## config.mk

```make
export PLATFORM = sky130hd
export DESIGN_NAME = add_sub_sched
export DESIGN_NICKNAME = d
export VERILOG_FILES = /design/src/rtl/add_sub_sched.sv
export SDC_FILE = /design/constraint.sdc
export NUM_CORES = 1
export LEC_CHECK = 0
export BUFFER_PORTS_ARGS = -buffer_cell sky130_fd_sc_hd__buf_2
export CORE_ASPECT_RATIO = 0.6
export CORE_MARGIN = 3
export CORE_UTILIZATION = 42
export CTS_CLUSTER_DIAMETER = 80
export DETAILED_ROUTE_END_ITERATION = 6
export GPL_ROUTABILITY_DRIVEN = 0
export PLACE_DENSITY = 0.84
export RECOVER_POWER = 50
export SLEW_MARGIN = 20
export SYNTH_ARGS = -nofsm -noshare
export SYNTH_HDL_FRONTEND = slang
export SYNTH_SLANG_ARGS = --single-unit
export TNS_END_PERCENT = 30
```

## constraint.sdc

```tcl
create_clock -name clk -period 1.6 [get_ports clk]
set_input_delay 0 -clock clk [delete_from_list [all_inputs] [get_ports clk]]
set_output_delay 0 -clock clk [all_outputs]
set_load 0.005 [all_outputs]
```

## src/rtl/add_sub_sched.sv

```systemverilog
// Round-robin scheduler that shares one two-phase add/sub accumulator datapath
// between NREQ requesters. A per-phase watchdog aborts a stalled datapath.
module add_sub_sched #(
  parameter int unsigned BITS    = 32,
  parameter int unsigned NREQ    = 2,
  parameter int unsigned TIMEOUT = 15
) (
  input  logic                 clk,
  input  logic                 reset,
  input  logic [NREQ-1:0]      req_valid,
  output logic [NREQ-1:0]      req_ready,
  input  logic [NREQ-1:0]      req_nadd_sub,
  input  logic [NREQ-1:0]      req_use_prev,
  input  logic [NREQ*BITS-1:0] req_data,
  output logic                 resp_valid,
  output logic [2:0]           resp_id,
  output logic [BITS-1:0]      resp_data,
  output logic                 resp_err,
  output logic                 busy,
  output logic                 dp_valid,
  output logic                 dp_we,
  output logic                 dp_nadd_sub,
  output logic                 dp_use_prev,
  output logic [BITS-1:0]      dp_wdata,
  input  logic                 dp_ready,
  input  logic [BITS-1:0]      dp_rdata
);
  localparam int unsigned PW = (NREQ > 1) ? $clog2(NREQ) : 1;
  localparam int unsigned WW = (TIMEOUT > 2) ? $clog2(TIMEOUT) : 1;
  localparam logic [WW-1:0] WD_LAST = WW'(TIMEOUT - 1);

  localparam logic [2:0] S_IDLE = 3'd0;
  localparam logic [2:0] S_WR   = 3'd1;
  localparam logic [2:0] S_GAP  = 3'd2;
  localparam logic [2:0] S_RD   = 3'd3;
  localparam logic [2:0] S_RESP = 3'd4;

  logic [2:0]      state;
  logic [PW-1:0]   ptr;
  logic [WW-1:0]   wd;
  logic [BITS-1:0] op_data;
  logic            op_nas;
  logic            op_up;
  logic [PW-1:0]   op_id;

  logic            grant_found;
  logic [PW-1:0]   grant_id;
  logic [PW-1:0]   ptr_next;
  logic [NREQ-1:0] grant_vec;
  logic [BITS-1:0] grant_data;
  logic            grant_nas;
  logic            grant_up;
  int unsigned     ptr_u;

  always_comb begin
    grant_found = 1'b0;
    grant_id    = '0;
    grant_vec   = '0;
    grant_data  = '0;
    grant_nas   = 1'b0;
    grant_up    = 1'b0;
    ptr_u       = 32'(ptr);
    // Pass 0 scans requesters at or above the pointer, pass 1 the wrapped ones.
    for (int unsigned pass = 0; pass < 2; pass++) begin
      for (int unsigned i = 0; i < NREQ; i++) begin
        if (!grant_found && req_valid[i] && ((pass == 0) == (i >= ptr_u))) begin
          grant_found  = 1'b1;
          grant_id     = PW'(i);
          grant_vec[i] = 1'b1;
          grant_data   = req_data[i*BITS +: BITS];
          grant_nas    = req_nadd_sub[i];
          grant_up     = req_use_prev[i];
        end
      end
    end
    ptr_next = (32'(grant_id) == NREQ - 1) ? '0 : grant_id + 1'b1;
  end

  always_ff @(posedge clk) begin
    if (reset) begin
      state     <= S_IDLE;
      ptr       <= '0;
      wd        <= '0;
      op_data   <= '0;
      op_nas    <= 1'b0;
      op_up     <= 1'b0;
      op_id     <= '0;
      resp_data <= '0;
      resp_id   <= '0;
      resp_err  <= 1'b0;
    end else begin
      case (state)
        S_IDLE: begin
          if (grant_found) begin
            op_data <= grant_data;
            op_nas  <= grant_nas;
            op_up   <= grant_up;
            op_id   <= grant_id;
            ptr     <= ptr_next;
            wd      <= '0;
            state   <= S_WR;
          end
        end
        S_WR: begin
          if (dp_ready) begin
            state <= S_GAP;
          end else if (wd == WD_LAST) begin
            resp_data <= '0;
            resp_err  <= 1'b1;
            resp_id   <= 3'(op_id);
            state     <= S_RESP;
          end else begin
            wd <= wd + 1'b1;
          end
        end
        S_GAP: begin
          wd    <= '0;
          state <= S_RD;
        end
        S_RD: begin
          // Ready in the expiry cycle takes precedence over the abort.
          if (dp_ready) begin
            resp_data <= dp_rdata;
            resp_err  <= 1'b0;
            resp_id   <= 3'(op_id);
            state     <= S_RESP;
          end else if (wd == WD_LAST) begin
            resp_data <= '0;
            resp_err  <= 1'b1;
            resp_id   <= 3'(op_id);
            state     <= S_RESP;
          end else begin
            wd <= wd + 1'b1;
          end
        end
        S_RESP:  state <= S_IDLE;
        default: state <= S_IDLE;
      endcase
    end
  end

  assign req_ready   = (state == S_IDLE && !reset) ? grant_vec : '0;
  assign busy        = (state != S_IDLE);
  assign dp_valid    = (state == S_WR) || (state == S_RD);
  assign dp_we       = (state == S_WR);
  assign dp_nadd_sub = op_nas;
  assign dp_use_prev = op_up;
  assign dp_wdata    = op_data;
  assign resp_valid  = (state == S_RESP);

endmodule

```

==> run metrics, run 1 <==
outcome finished clean; Initial Util 43.6%; I/O pins 181; commonest non-fill, non-tap cell in the layout buf_2; Reg2Reg Setup Slack 90 ps; minimum clock period 1510 ps; Worst Hold Depth 2; total gr overflow 0; crit share post-route 94.5%; top_reg_cell synth dfxtp_1; Worst R2R End resp_data[23]$_SDFFE_PP0P_; crit path DAT 1740 ps; root buf cell clkbuf_16; Post-synth EDFFs 0; P_leak 2.10 nW; syn_nets 494; FF+latch area 1580 um^2; layout cells sized above 1 41.7%; synth unique cells 42; largest net degree at the start of global routing 72; row count 26; Worst Hold Launch dp_ready; clk buf depth 2; r2r startpoint state[2]$_SDFFE_PP0P_; setup violators final 0; DR pass1 iterations 4; RSZ-0062 raised after global routing true; fin worst setup slack 87.6 ps; DRC Markers 0; Vias/cell 5.60; sequential element share of the synthesized area 42.1%; Max VDD drop 0.000519 V; fmax 661 MHz; CTS Buf Count 9; Total Power 0.00517 W; worst min-delay path class in -> reg; Setup CP Type reg -> reg; DR iter-0 viols 218; Slew headroom 72.8%; first-pass GRT wire length 17.8 mm; Slew Viols, Final 0; Mapped Area 3760 um^2; multi-input logic area 1910 um^2; max_cap viols 0; CTS sink cnt 79; Critical Path Fanout Max 65; core area 8620 um^2; Clock Pin Slew Worst Setup and Hold Paths 70 ps; die footprint 10,200 um^2; Die Span Y 79.3 um; initial antenna violation count 0; via count 3,872; H-tree levels 3; total power per unit cell area 975 nW/um^2; Post-DRT Antenna Nets 0; vias in the first global route 3,669; Slew @ Worst Pin 408 ps; FFs w/ async S/R, synth 0%; Syn-to-layout area delta 41.2%; die extent in x 128 um; dpl ws 48.5 ps; Final #Nets 682; Post-Syn Area per Cell 9.71 um^2; Reg2Reg Depth 4; Worst-Skew Late Latency 330 ps; Antenna Cells 0; gr usage total 21.4%; Synth warnings 0; clk_skew 8.44 ps; fillers 726; hpwl dp 7.73 mm; Worst setup EP type register; WL/cell 16.2 um; final number of hold-violating endpoints 0; Post-Syn Instances 387; register bit count reported by yosys 79; CP startpoint kind register; port bufs 180; WHS Endpoint resp_err$_SDFFE_PP0P_; total detailed-routing wirelength 11.2 mm; CP Data Required Time 1830 ps; most frequent cells in the layout 147 x buf_2, 104 x a21oi_1, 77 x dfxtp_1, 40 x a211oi_2, 35 x a32oi_1; CTS tree yes
-- worst max-delay path, cell delays in order (launching register included) --
cell      delay, ps
dfxtp_1         400
and4b_2         340
buf_12          260
a21oi_1         110
a211oi_1        290
-- stage by stage --
stage | instances | area, um^2 | util (%) | setup TNS, ps | hold WS [ps]
finish | 692 | 5310 | 61.6 | 0 | 20.2
global route | 692 | 5310 | 61.6 | -18.2 | 11.1
CTS | 691 | 5320 | 61.7 | 0 | 12.4
detailed placement | 651 | 4800 | 55.7 | 0 | 271
global placement | 651 | 4800 | 55.7 | 0 | 270
floorplan | 387 | 3760 | - | 0 | 174
-- flip-flops by register name, indices dropped and copies added, names as in the netlist --
register	cells
op_id	1
ptr	1
dp_nadd_sub	1
resp_data	32
resp_err	1
resp_id	3
state	3
dp_use_prev	1
dp_wdata	32
wd	4
-- cell type report --
| cell class | instances | area share (%) |
|---|---|---|
| multi-input cells | 254 | 36.0 |
| clock inverters | 7 | 1.01 |
| repair buffers | 226 | 25.9 |
| well taps | 112 | 2.64 |
| clock buffers | 9 | 4.24 |
| flip-flops and latches | 79 | 29.8 |
| inverters | 5 | 0.354 |
-- worst max path at each step --
| stage | cells after the start | from | to | slack, ps |
|---|---|---|---|---|
| finish | 4 | state[2]$_SDFFE_PP0P_ | resp_data[23]$_SDFFE_PP0P_ | 90 |
| global placement | 6 | wd[0]$_SDFFE_PP0P_ | wd[3]$_SDFFE_PP0P_ | 160 |
| CTS | 4 | state[1]$_SDFFE_PP0P_ | resp_data[23]$_SDFFE_PP0P_ | 30 |
| detailed placement | 4 | state[1]$_SDFFE_PP0P_ | resp_data[23]$_SDFFE_PP0P_ | 50 |
| floorplan | 5 | wd[0]$_SDFFE_PP0P_ | wd[2]$_SDFFE_PP0P_ | 80 |
| global route | 5 | wd[1]$_SDFFE_PP0P_ | state[2]$_SDFFE_PP0P_ | -10 |
-- cells in the mapped netlist (4+ instances only) --
| master | instances | share of area [%] |
|---|---|---|
| a211oi_1 | 27 | 5.4 |
| a211oi_2 | 40 | 13 |
| a21oi_1 | 104 | 14 |
| a32oi_1 | 35 | 8.2 |
| buf_2 | 20 | 2.7 |
| buf_4 | 7 | 1.4 |
| buf_6 | 4 | 1.2 |
| clkbuf_1 | 15 | 1.5 |
| dfxtp_1 | 79 | 42 |
| inv_1 | 4 | 0.40 |
| nand2b_1 | 6 | 1.0 |
| nand3_1 | 4 | 0.53 |
| nor3b_1 | 4 | 0.80 |
-- layer usage --
layer | vias to the layer above | global-route usage, % | wire, um
met5 | - | 0 | 0
met4 | 0 | 6.46 | 154
met3 | 12 | 6.45 | 653
met2 | 137 | 34.4 | 5300
met1 | 1822 | 27.8 | 5140
li1 | 1901 | - | -
-- kinds of logic (layout without fill, tap and decap cells) --
group	Yosys count	count (layout)	synth area share, %
flops	79	79	42.1
simple gates	31	31	5.53
compound gates	221	221	44.2
fa+ha+maj	2	2	0.666
buf+inv	54	247	7.56
-- report_power, final --
| part | switching (W) | leakage [nW] | internal (W) |
|---|---|---|---|
| Sequential | 0.0000729 | 0.646 | 0.00209 |
| Combinational | 0.000589 | 1.32 | 0.000512 |
| Clock | 0.000847 | 0.129 | 0.00106 |
-- repair_timing --
action,CTS,global route
hold buffers,23,0
endpoints found under the hold margin,26,0
setup buffers,1,1
resized for setup,1,7
pin swaps,1,2
setup endpoints to repair,2,25
No activity file was read; power rests on OpenSTA's default activity.
==> inputs of run 2 (changes only) <==
--- a/config.mk
+++ b/config.mk
@@ -5,14 +5,15 @@
 export SDC_FILE = /design/constraint.sdc
 export NUM_CORES = 1
 export LEC_CHECK = 0
+export ABC_AREA = 1
 export BUFFER_PORTS_ARGS = -buffer_cell sky130_fd_sc_hd__buf_2
 export CORE_ASPECT_RATIO = 0.6
 export CORE_MARGIN = 3
-export CORE_UTILIZATION = 42
+export CORE_UTILIZATION = 41
 export CTS_CLUSTER_DIAMETER = 80
 export DETAILED_ROUTE_END_ITERATION = 6
 export GPL_ROUTABILITY_DRIVEN = 0
-export PLACE_DENSITY = 0.84
+export PLACE_DENSITY = 0.83
 export RECOVER_POWER = 50
 export SLEW_MARGIN = 20
 export SYNTH_ARGS = -nofsm -noshare
==> run 2 against run 1 <==
Effect of this change: core utilization up 0.90 points; critical path depth rose by 4; design area fell by 4.6%; largest cell class is now flip-flops and latches; highest routed layer is now met5; sequential power increased by 3%; global-route usage grew 0.77 points; register-to-register slack lost 50 ps; hold slack better by 2.5 ps; combinational power fell by 10%; sequential share of layout area up 1.4 points; first-iteration DRC count grew 14%; non-clock buffer count down 2.
==> run metrics, run 2 <==
Mapped Area 3510 um^2 (was 3760 um^2); DR pass1 iterations 4 (unchanged); row count 25 (was 26); Worst setup EP type register (unchanged); fillers 750 (was 726); worst min-delay path class in -> reg (unchanged); hpwl dp 7.58 mm (was 7.73 mm); Initial Util 43.3% (was 43.6%); WL/cell 13.7 um (was 16.2 um); r2r startpoint wd[0]$_SDFFE_PP0P_ (was state[2]$_SDFFE_PP0P_); final std cells w/o fill 815 (was 692); Critical Path Fanout Max 16 (was 65); GR Util met2 38.4% (was 34.4%); final number of hold-violating endpoints 0 (unchanged); Slew @ Worst Pin 374 ps (was 408 ps); vias in the first global route 3,876 (was 3,669); met3 Track Usage GR 6.33% (was 6.45%); CTS tree yes (unchanged); Worst-Skew Late Latency 330 ps (about the same); setup violators final 0 (unchanged); met1 usage 26.2% (was 27.8%); Post-Syn Area per Cell 7.04 um^2 (was 9.71 um^2); CTS sink cnt 79 (unchanged); fmax 638 MHz (was 661 MHz); CP Data Required Time 1840 ps (was 1830 ps); Reg2Reg Setup Slack 30 ps (was 90 ps); register bit count reported by yosys 79 (unchanged); Die Span Y 77.7 um (was 79.3 um); Post-synth EDFFs 0 (unchanged); Vias/cell 4.86 (was 5.60); minimum clock period 1570 ps (was 1510 ps); CP startpoint kind register (unchanged); synth unique cells 27 (was 42); root buf cell clkbuf_16 (unchanged); most frequent cell after synthesis nand2_1 (was a21oi_1); Max VDD drop 0.000541 V (was 0.000519 V); FFs w/ async S/R, synth 0% (unchanged); FF+latch area 1580 um^2 (about the same); ranking of synthesized cells by area dfxtp_1 45%, nand2_1 9.4%, o21ai_0 9.1%, nor2_1 8.4%, nand3_1 6.4% (was dfxtp_1 42%, a21oi_1 14%, a211oi_2 13%, a32oi_1 8.2%, a211oi_1 5.4%); Final #Nets 810 (was 682); Critical Path End resp_data[27]$_SDFFE_PP0P_ (was resp_data[23]$_SDFFE_PP0P_); largest area contributor in the netlist dfxtp_1 (unchanged); Slew headroom 75.1% (was 72.8%); Clock Pin Slew Worst Setup and Hold Paths 60 ps (was 70 ps); Slew Viols, Final 0 (unchanged); syn_nets 606 (was 494); total power per unit cell area 1030 nW/um^2 (was 975 nW/um^2); P_leak 2.38 nW (was 2.10 nW); layout cells sized above 1 24.6% (was 41.7%); gr usage total 22.2% (was 21.4%); crit path from wd[0]$_SDFFE_PP0P_ (was state[2]$_SDFFE_PP0P_); port bufs 180 (unchanged); Synth warnings 0 (unchanged); Placed Cells 765 (was 651); die footprint 9750 um^2 (was 10,200 um^2); crit path DAT 1810 ps (was 1740 ps); Worst R2R End resp_data[27]$_SDFFE_PP0P_ (was resp_data[23]$_SDFFE_PP0P_); first-pass GRT wire length 18.0 mm (was 17.8 mm); Fin Hold WS 22.7 ps (was 20.2 ps); Reg2Reg Depth 8 (was 4); total gr overflow 0 (unchanged); clk_skew 9.62 ps (was 8.44 ps); I/O pins 181 (unchanged); DR iter-0 viols 248 (was 218); die extent in x 125 um (was 128 um); largest net degree at the start of global routing 41 (was 72); Post-Syn Instances 499 (was 387); sequential element share of the synthesized area 45.0% (was 42.1%); GRT busiest layer met2 (unchanged); post-synth top area share 45.0% (was 42.1%); core area 8100 um^2 (was 8620 um^2); Total Power 0.00523 W (was 0.00517 W); clk buf depth 2 (unchanged); Setup CP Type reg -> reg (unchanged); Post-DRT Antenna Nets 0 (unchanged); top_reg_cell synth dfxtp_1 (unchanged); total detailed-routing wirelength 11.2 mm (about the same); fin worst setup slack 33.4 ps (was 87.6 ps); outcome finished clean (unchanged); H-tree levels 3 (unchanged); via count 3,961 (was 3,872); Syn-to-layout area delta 44.2% (was 41.2%); most frequent cells in the layout 132 x buf_2, 87 x nand2_1, 79 x nor2_1, 79 x dfxtp_1, 64 x o21ai_0 (was 147 x buf_2, 104 x a21oi_1, 77 x dfxtp_1, 40 x a211oi_2, 35 x a32oi_1); commonest cells in the netlist 88 x nand2_1, 79 x dfxtp_1, 79 x nor2_1 (was 104 x a21oi_1, 79 x dfxtp_1, 40 x a211oi_2); initial antenna violation count 1 (was 0); setup TNS 0 ps (unchanged); Antenna Cells 0 (unchanged); max_cap viols 0 (unchanged); commonest non-fill, non-tap cell in the layout buf_2 (unchanged); crit share post-route 97.9% (was 94.5%); DRC Markers 0 (unchanged); dpl ws 55.9 ps (was 48.5 ps); CTS Buf Count 9 (unchanged); multi-input logic area 1550 um^2 (was 1910 um^2)
-- run 2: worst min path at each step --
stage / start / to / slack (ps) / depth (start not counted)
CTS: req_data[24] / dp_wdata[24]$_SDFFE_PP0P_ / 20 / 5
finish: req_data[24] / dp_wdata[24]$_SDFFE_PP0P_ / 20 / 5
global placement: dp_rdata[27] / resp_data[27]$_SDFFE_PP0P_ / 250 / 3
global route: req_data[13] / dp_wdata[13]$_SDFFE_PP0P_ / 40 / 5
floorplan: dp_rdata[10] / resp_data[10]$_SDFFE_PP0P_ / 150 / 2
detailed placement: dp_rdata[25] / resp_data[25]$_SDFFE_PP0P_ / 260 / 3
-- run 2: cells by family (layout without fill, tap and decap cells) --
family	count (synthesis)	in the layout	synth area share, %
adder cells (fa/ha/maj)	2	2	0.713
buffers and inverters	84	292	11.2
AND/OR/NAND/NOR	225	225	27.3
AO/OA/AOI/OAI	109	109	15.8
flip-flops	79	79	45.0
-- run 2: through the flow --
| stage | cell area [um^2] | util [%] |
|---|---|---|
| final | 5060 | 62.5 |
| after global routing | 5060 | 62.5 |
| after CTS | 5070 | 62.6 |
| after detailed placement | 4450 | 54.9 |
| after global placement | 4450 | 54.9 |
| after floorplan | 3510 | - |
-- run 2: cell type report --
cell class / count / area share, %
clock buffers: 12 / 5.07
clock inverters: 3 / 0.840
multi-input cells: 336 / 30.6
repair buffers: 224 / 25.6
well taps: 108 / 2.67
flip-flops and latches: 79 / 31.2
inverters: 53 / 3.98
-- run 2: repair_timing --
action	4_1_cts	5_1_grt
resized for setup	0	4
endpoints found under the setup margin	0	29
hold endpoints to repair	32	0
hold buffers	32	0
buffers inserted	0	2
-- run 2: per-layer routing --
| layer | part of all wire (%) | routed length [um] | vias up |
|---|---|---|---|
| met3 | 6.1 | 685 | 29 |
| met5 | 0.063 | 7 | - |
| li1 | - | - | 1998 |
| met1 | 42 | 4690 | 1791 |
| met2 | 49 | 5520 | 141 |
| met4 | 2.5 | 284 | 2 |
-- run 2: worst max-delay path, stage by stage, from the launching register on --
cell       delay, ps
dfxtp_1          370
inv_1             90
ha_1             200
nand3_1          120
nand3_2          130
nand3_4          160
clkbuf_16        190
nand2_1           70
a21oi_1          160
-- run 2: power by group --
group          total, W  internal (W)  switching [W]
clock network   0.00202       0.00128       0.000742
logic          0.000988      0.000434       0.000554
registers       0.00222       0.00212      0.0000944
